[src/rtl/nibble_serial_adder_ctrl_if.sv]
// Start/busy/done handshake and operand/result bundle
// for the nibble-serial adder sequencer.
interface nibble_serial_adder_ctrl_if #(
    parameter int WIDTH = 16
);
    logic             start;
    logic             sub;
    logic [WIDTH-1:0] a;
    logic [WIDTH-1:0] b;
    logic             cin;
    logic             busy;
    logic             done;
    logic [WIDTH-1:0] sum;
    logic             cout;
    logic             ovf;
    logic             zero;

    modport master (
        output start, sub, a, b, cin,
        input  busy, done, sum, cout, ovf, zero
    );

    modport slave (
        input  start, sub, a, b, cin,
        output busy, done, sum, cout, ovf, zero
    );
endinterface

[src/rtl/nibble_serial_adder_ctrl.sv]
// WIDTH-bit add/subtract over one shared 4-bit CLA slice,
// LSB nibble first, carry chained through a register.
module nibble_serial_adder_ctrl #(
    parameter int WIDTH = 16
) (
    input logic                      clk,
    input logic                      rst,
    nibble_serial_adder_ctrl_if.slave bus
);
    localparam int NSLICE = WIDTH / 4;
    localparam int KW     = (NSLICE > 1) ? $clog2(NSLICE) : 1;
    localparam logic [KW-1:0] K_LAST = KW'(NSLICE - 1);

    if ((WIDTH % 4) != 0 || WIDTH < 8) begin : g_bad_width
        $error("WIDTH must be a multiple of 4 and at least 8");
    end

    typedef enum logic [1:0] {
        S_IDLE,
        S_RUN,
        S_DONE
    } state_t;

    state_t           r_state;
    logic [WIDTH-1:0] r_a;
    logic [WIDTH-1:0] r_b;
    logic             r_carry;
    logic [KW-1:0]    r_k;
    logic [WIDTH-1:0] r_sum;
    logic             r_busy;
    logic             r_done;
    logic             r_cout;
    logic             r_ovf;
    logic             r_zero;

    logic [3:0]       w_a_nib;
    logic [3:0]       w_b_nib;
    logic [4:0]       w_slice;
    logic [WIDTH-1:0] w_sum_next;
    logic             w_accept;
    logic             w_last;

    // Lookahead carries are flattened so the slice stays two levels deep.
    function automatic logic [4:0] cla4(
        input logic [3:0] x,
        input logic [3:0] y,
        input logic       c0
    );
        logic [3:0] g;
        logic [3:0] p;
        logic [4:0] c;
        g    = x & y;
        p    = x ^ y;
        c[0] = c0;
        c[1] = g[0] | (p[0] & c0);
        c[2] = g[1] | (p[1] & g[0]) | (p[1] & p[0] & c0);
        c[3] = g[2] | (p[2] & g[1]) | (p[2] & p[1] & g[0])
             | (p[2] & p[1] & p[0] & c0);
        c[4] = g[3] | (p[3] & g[2]) | (p[3] & p[2] & g[1])
             | (p[3] & p[2] & p[1] & g[0])
             | (p[3] & p[2] & p[1] & p[0] & c0);
        return {c[4], p ^ c[3:0]};
    endfunction

    assign w_a_nib  = r_a[{r_k, 2'b00} +: 4];
    assign w_b_nib  = r_b[{r_k, 2'b00} +: 4];
    assign w_slice  = cla4(w_a_nib, w_b_nib, r_carry);
    assign w_last   = (r_k == K_LAST);
    assign w_accept = bus.start
                    && (r_state == S_IDLE || r_state == S_DONE);

    always_comb begin
        w_sum_next = r_sum;
        w_sum_next[{r_k, 2'b00} +: 4] = w_slice[3:0];
    end

    always_ff @(posedge clk) begin
        if (rst) begin
            r_state <= S_IDLE;
            r_a     <= '0;
            r_b     <= '0;
            r_carry <= 1'b0;
            r_k     <= '0;
            r_sum   <= '0;
            r_busy  <= 1'b0;
            r_done  <= 1'b0;
            r_cout  <= 1'b0;
            r_ovf   <= 1'b0;
            r_zero  <= 1'b0;
        end else begin
            unique case (r_state)
                S_IDLE, S_DONE: begin
                    r_done <= 1'b0;
                    if (w_accept) begin
                        // Subtract as A + ~B + 1; cin becomes borrow-in.
                        r_a     <= bus.a;
                        r_b     <= bus.sub ? ~bus.b : bus.b;
                        r_carry <= bus.cin ^ bus.sub;
                        r_k     <= '0;
                        r_busy  <= 1'b1;
                        r_state <= S_RUN;
                    end else begin
                        r_busy  <= 1'b0;
                        r_state <= S_IDLE;
                    end
                end
                S_RUN: begin
                    r_sum   <= w_sum_next;
                    r_carry <= w_slice[4];
                    r_k     <= r_k + KW'(1);
                    if (w_last) begin
                        r_cout  <= w_slice[4];
                        r_ovf   <= (r_a[WIDTH-1] == r_b[WIDTH-1])
                                && (w_sum_next[WIDTH-1] != r_a[WIDTH-1]);
                        r_zero  <= (w_sum_next == '0);
                        r_busy  <= 1'b0;
                        r_done  <= 1'b1;
                        r_state <= S_DONE;
                    end
                end
                default: begin
                    r_busy  <= 1'b0;
                    r_done  <= 1'b0;
                    r_state <= S_IDLE;
                end
            endcase
        end
    end

    assign bus.busy = r_busy;
    assign bus.done = r_done;
    assign bus.sum  = r_sum;
    assign bus.cout = r_cout;
    assign bus.ovf  = r_ovf;
    assign bus.zero = r_zero;
endmodule
[src/flat_wrapper.sv]
// flat-port wrapper written by rule: the top's interface ports become plain ports
module nibble_serial_adder_ctrl_flat 
#(
    parameter int WIDTH = 16
)
  (clk, rst, bus_start, bus_sub, bus_a, bus_b, bus_cin, bus_busy, bus_done, bus_sum, bus_cout, bus_ovf, bus_zero);
  nibble_serial_adder_ctrl_if #(.WIDTH(WIDTH)) bus_i ();
  input logic clk;
  input logic rst;
  input wire logic [$bits(bus_i.start)-1:0] bus_start;
  input wire logic [$bits(bus_i.sub)-1:0] bus_sub;
  input wire logic [$bits(bus_i.a)-1:0] bus_a;
  input wire logic [$bits(bus_i.b)-1:0] bus_b;
  input wire logic [$bits(bus_i.cin)-1:0] bus_cin;
  output wire logic [$bits(bus_i.busy)-1:0] bus_busy;
  output wire logic [$bits(bus_i.done)-1:0] bus_done;
  output wire logic [$bits(bus_i.sum)-1:0] bus_sum;
  output wire logic [$bits(bus_i.cout)-1:0] bus_cout;
  output wire logic [$bits(bus_i.ovf)-1:0] bus_ovf;
  output wire logic [$bits(bus_i.zero)-1:0] bus_zero;
  assign bus_i.start = bus_start;
  assign bus_i.sub = bus_sub;
  assign bus_i.a = bus_a;
  assign bus_i.b = bus_b;
  assign bus_i.cin = bus_cin;
  assign bus_busy = bus_i.busy;
  assign bus_done = bus_i.done;
  assign bus_sum = bus_i.sum;
  assign bus_cout = bus_i.cout;
  assign bus_ovf = bus_i.ovf;
  assign bus_zero = bus_i.zero;
  nibble_serial_adder_ctrl #(.WIDTH(WIDTH)) u_core (.clk(clk), .rst(rst), .bus(bus_i));
endmodule
[config.mk]
export PLATFORM = sky130hd
export DESIGN_NAME = nibble_serial_adder_ctrl_flat
export DESIGN_NICKNAME = d
export VERILOG_FILES = /design/src/rtl/nibble_serial_adder_ctrl_if.sv /design/src/rtl/nibble_serial_adder_ctrl.sv /design/src/flat_wrapper.sv
export SDC_FILE = /design/constraint.sdc
export NUM_CORES = 1
export LEC_CHECK = 0
export CORE_MARGIN = 2
export CORE_UTILIZATION = 59
export CTS_CLUSTER_DIAMETER = 120
export CTS_CLUSTER_SIZE = 20
export DETAILED_ROUTE_END_ITERATION = 7
export DONT_BUFFER_PORTS = 1
export GPL_ROUTABILITY_DRIVEN = 0
export PLACE_DENSITY_LB_ADDON = 0.25
export SYNTH_ARGS = -nofsm -noshare
export SYNTH_HDL_FRONTEND = slang
export SYNTH_SLANG_ARGS = --single-unit
[constraint.sdc]
create_clock -name clk -period 4.8 [get_ports clk]
set_input_delay 0.24 -clock clk [delete_from_list [all_inputs] [get_ports clk]]
set_output_delay 0.24 -clock clk [all_outputs]
set_load 0.02 [all_outputs]
==> flow_summary.json <==
{
  "finalWirelength_mm": 5.90,
  "htreeDepth": 3,
  "antenna_found_initial": 0,
  "startpoint_type": "flip-flop",
  "p_sw_share_pct": 27.9,
  "core_area_um2": 4690,
  "fin_setup_tns_ns": 0,
  "overflow": 0,
  "use_met3_pct": 5.62,
  "fin_worst_skew_ns": 0.00446,
  "critical-path-top-delay-family": "simple AND/OR/NAND/NOR gates",
  "syn_area_per_cell_um2": 8.95,
  "grt.met2_usage_pct": 32.7,
  "path_clk_slew_ns": 0.06,
  "crit_arrival_ns": 3.41,
  "yosysUniqueCellTypes": 45,
  "p_int_mw": 0.773,
  "rows": 25,
  "ys_warn_count": 0,
  "final_layout_size_suffix_gt1_share_pct": 8.71,
  "seq_area_frac_synth_pct": 40.9,
  "rsz0062_at_grt": "false",
  "path_cells": "mux4_2 > ha_1 > a21o_1 > and4_2 > nor4_1 > a22oi_1 > nor2_1",
  "status": "finished clean",
  "synth-seq-cells": 58,
  "syn_to_final_growth_pct": 5.87,
  "worstHoldStart": "bus_a[2]",
  "whs_endpoint": "u_core.r_a[2]",
  "finalSetupViolCount": 0,
  "dr_total_vias": 2215,
  "fin_crit_ns": 3.14,
  "yosysTopAreaCell": "dfxtp_1",
  "cap_violations": 0,
  "slew_headroom_pct": 35.9,
  "crit_required_ns": 5.07,
  "nNetsFinal": 358,
  "num_io_pins": 58,
  "p_seq_share_pct": 49.7,
  "vias_per_cell": 6.09,
  "p_comb_share_pct": 16.7,
  "r2r_cells": 7,
  "drtIter0Drc": 161,
  "path_depth": 7,
  "drc": 0,
  "finalWorstSetupSlack_ns": 1.66,
  "die-height_um": 73.3,
  "synth_flop_cell": "dfxtp_1",
  "max_freq_mhz": 318,
  "r2r-start": "u_core.r_k[0]",
  "clock_path_buffers": 2,
  "grt_max_degree": 53,
  "clock_latency_ns": 0.33,
  "crit_path_top_delay_cell": "nor4_1",
  "synth_cells": 317,
  "synth_area_leaders": "dfxtp_1 (41%), mux4_2 (6.4%), nor2_1 (5.8%)",
  "post-cts-setup-buffers": 0,
  "die_w_um": 73.3,
  "worst-path-max-fanout": 8,
  "p_per_area_nw_per_um2": 357,
  "fin_crit_sh_pct": 65.4,
  "track_usage_pct": 23.2,
  "slowest_delay_ns": 0.65,
  "nFillCells": 405,
  "portBuffers": 0,
  "yosysTopAreaCellShare_pct": 40.9,
  "p_sw_mw": 0.299,
  "grt_pass1_wl_mm": 9.50,
  "maxSlewViolCount": 0,
  "synth_area_um2": 2840,
  "detail-route-antenna-nets": 0,
  "p_leak_nw": 1.09,
  "synth-async-reset-ratio_pct": 0,
  "finalHoldViolCount": 0,
  "crit_start": "u_core.r_k[0]",
  "met1_usage_pct": 32.7,
  "place_ws_ns": 1.70,
  "peakVddDrop_mv": 0.187,
  "wl_per_cell_um": 16.2,
  "cts.sinks": 58,
  "cts_tree": "yes",
  "syn-num-nets": 366,
  "worstHoldPathCells": 2,
  "tightest_slew_ns": 0.960,
  "cts-resized-gates": 0,
  "start_util_pct": 60.5,
  "drt_pre_antenna_iters": 5,
  "p_clk_share_pct": 33.5,
  "hpwl_mm": 4.16,
  "grt_pass1_vias": 2066,
  "crit_buf_inv": 0,
  "cts_buffers": 9,
  "antenna_cells": 0,
  "busiest_layer": "met2",
  "root_buffer": "clkbuf_8",
  "reg2reg_to": "u_core.bus.sum[11]",
  "endpoint_kind": "flip-flop",
  "dieArea_um2": 5380,
  "critical_path_class": "flip-flop to flip-flop",
  "synth_edf_count": 0,
  "hp-class": "input port to flip-flop",
  "r2r_slack_ns": 1.66
}
==> placed cells by master (no fill, tap or decap), types with 2 or more instances in the layout <==
master | Yosys | routed
nor2_1 | 44 | 44
inv_1 | 6 | 6
nand2b_1 | 5 | 5
buf_4 | 1 | 2
or3_1 | 2 | 2
ha_1 | 11 | 11
o21a_1 | 2 | 2
a22oi_1 | 13 | 13
o21ai_0 | 4 | 4
xnor2_1 | 17 | 17
nor3_1 | 6 | 6
dfxtp_1 | 58 | 58
nand2_1 | 42 | 42
a211oi_1 | 20 | 20
nor4_1 | 5 | 5
a32oi_1 | 4 | 4
mux4_2 | 8 | 8
clkbuf_8 | 0 | 10
a21oi_1 | 23 | 23
and2b_1 | 2 | 2
==> layout make-up <==
class / instances / area, um2 / area share (%)
Multi-Input combinational cell: 231 / 1570 / 52.3
Inverter: 6 / 22.5 / 0.750
Clock inverter: 1 / 5.00 / 0.167
Clock buffer: 11 / 141 / 4.71
Timing Repair Buffer: 3 / 35.0 / 1.17
Sequential cell: 58 / 1160 / 38.7
Tap cell: 54 / 67.6 / 2.25
==> worst reg2reg max path: stages (launching register included) <==
cell and delay, ns:
dfxtp_1 0.63, mux4_2 0.62, ha_1 0.34, a21o_1 0.24
and4_2 0.29, nor4_1 0.65, a22oi_1 0.20, nor2_1 0.11
==> flip-flops by register name, indices dropped and copies added, names as in the netlist, 2 cells and up <==
signal	count
u_core.r_a	16
u_core.r_state	2
u_core.r_b	16
u_core.bus.sum	16
u_core.r_k	2
==> cells in the mapped netlist (2+ instances only) <==
cell	n
dfxtp_1	58
nor2_1	44
nand2_1	42
a21oi_1	23
a211oi_1	20
clkbuf_1	17
xnor2_1	17
a22oi_1	13
ha_1	11
mux4_2	8
inv_1	6
nor3_1	6
nand2b_1	5
nor4_1	5
a32oi_1	4
o21ai_0	4
buf_2	3
and2b_1	2
o21a_1	2
or3_1	2
==> repair_timing <==
| action | CTS | global route |
|---|---|---|
| hold endpoints to repair | 52 | 0 |
| hold buffers | 1 | 0 |
| setup endpoints to repair | 0 | 0 |
==> power groups by stage <==
stage	clock (mW)	combinational, mW	sequential (mW)
final	0.359	0.179	0.533
after floorplan	0	0.154	0.534
after CTS	0.362	0.179	0.533
after detailed placement	0	0.169	0.544
after global placement	0	0.166	0.543
after global routing	0.383	0.200	0.537
==> cells by family after synthesis <==
family          count (synthesis)  synth area share, %
simple gates                  114                 17.9
compound gates                 79                 19.7
xor+xnor                       18                 5.56
mux                             8                 6.35
buf+inv                        28                 3.97
fa+ha+maj                      12                 5.56
flops                          58                 40.9
==> per-layer routing <==
layer / up-vias / wire [um]
met5: - / 0
met4: 0 / 153
met3: 15 / 322
met2: 63 / 2590
met1: 1029 / 2840
li1: 1108 / -
==> how the worst max path moves through the flow <==
stage / endpoint
after floorplan: u_core.bus.zero
after global placement: u_core.bus.zero
after detailed placement: u_core.bus.sum[11]
after CTS: u_core.bus.sum[11]
after global routing: u_core.bus.sum[11]
final: u_core.bus.sum[11]
==> stage by stage <==
step / total power [mW] / instances / util [%] / hold slack [ns] / instance area (um2)
6_report: 1.07 / 364 / 64.0 / 0.0363 / 3000
5_1_grt: 1.12 / 364 / 64.0 / 0.0436 / 3000
4_1_cts: 1.07 / 364 / 64.0 / 0.0337 / 3000
3_5_place_dp: 0.713 / 351 / 60.5 / 0.322 / 2840
3_3_place_gp: 0.709 / 351 / 60.5 / 0.318 / 2840
2_1_floorplan: 0.688 / 317 / - / 0.376 / 2840
Power figures use the tool's default switching activity.
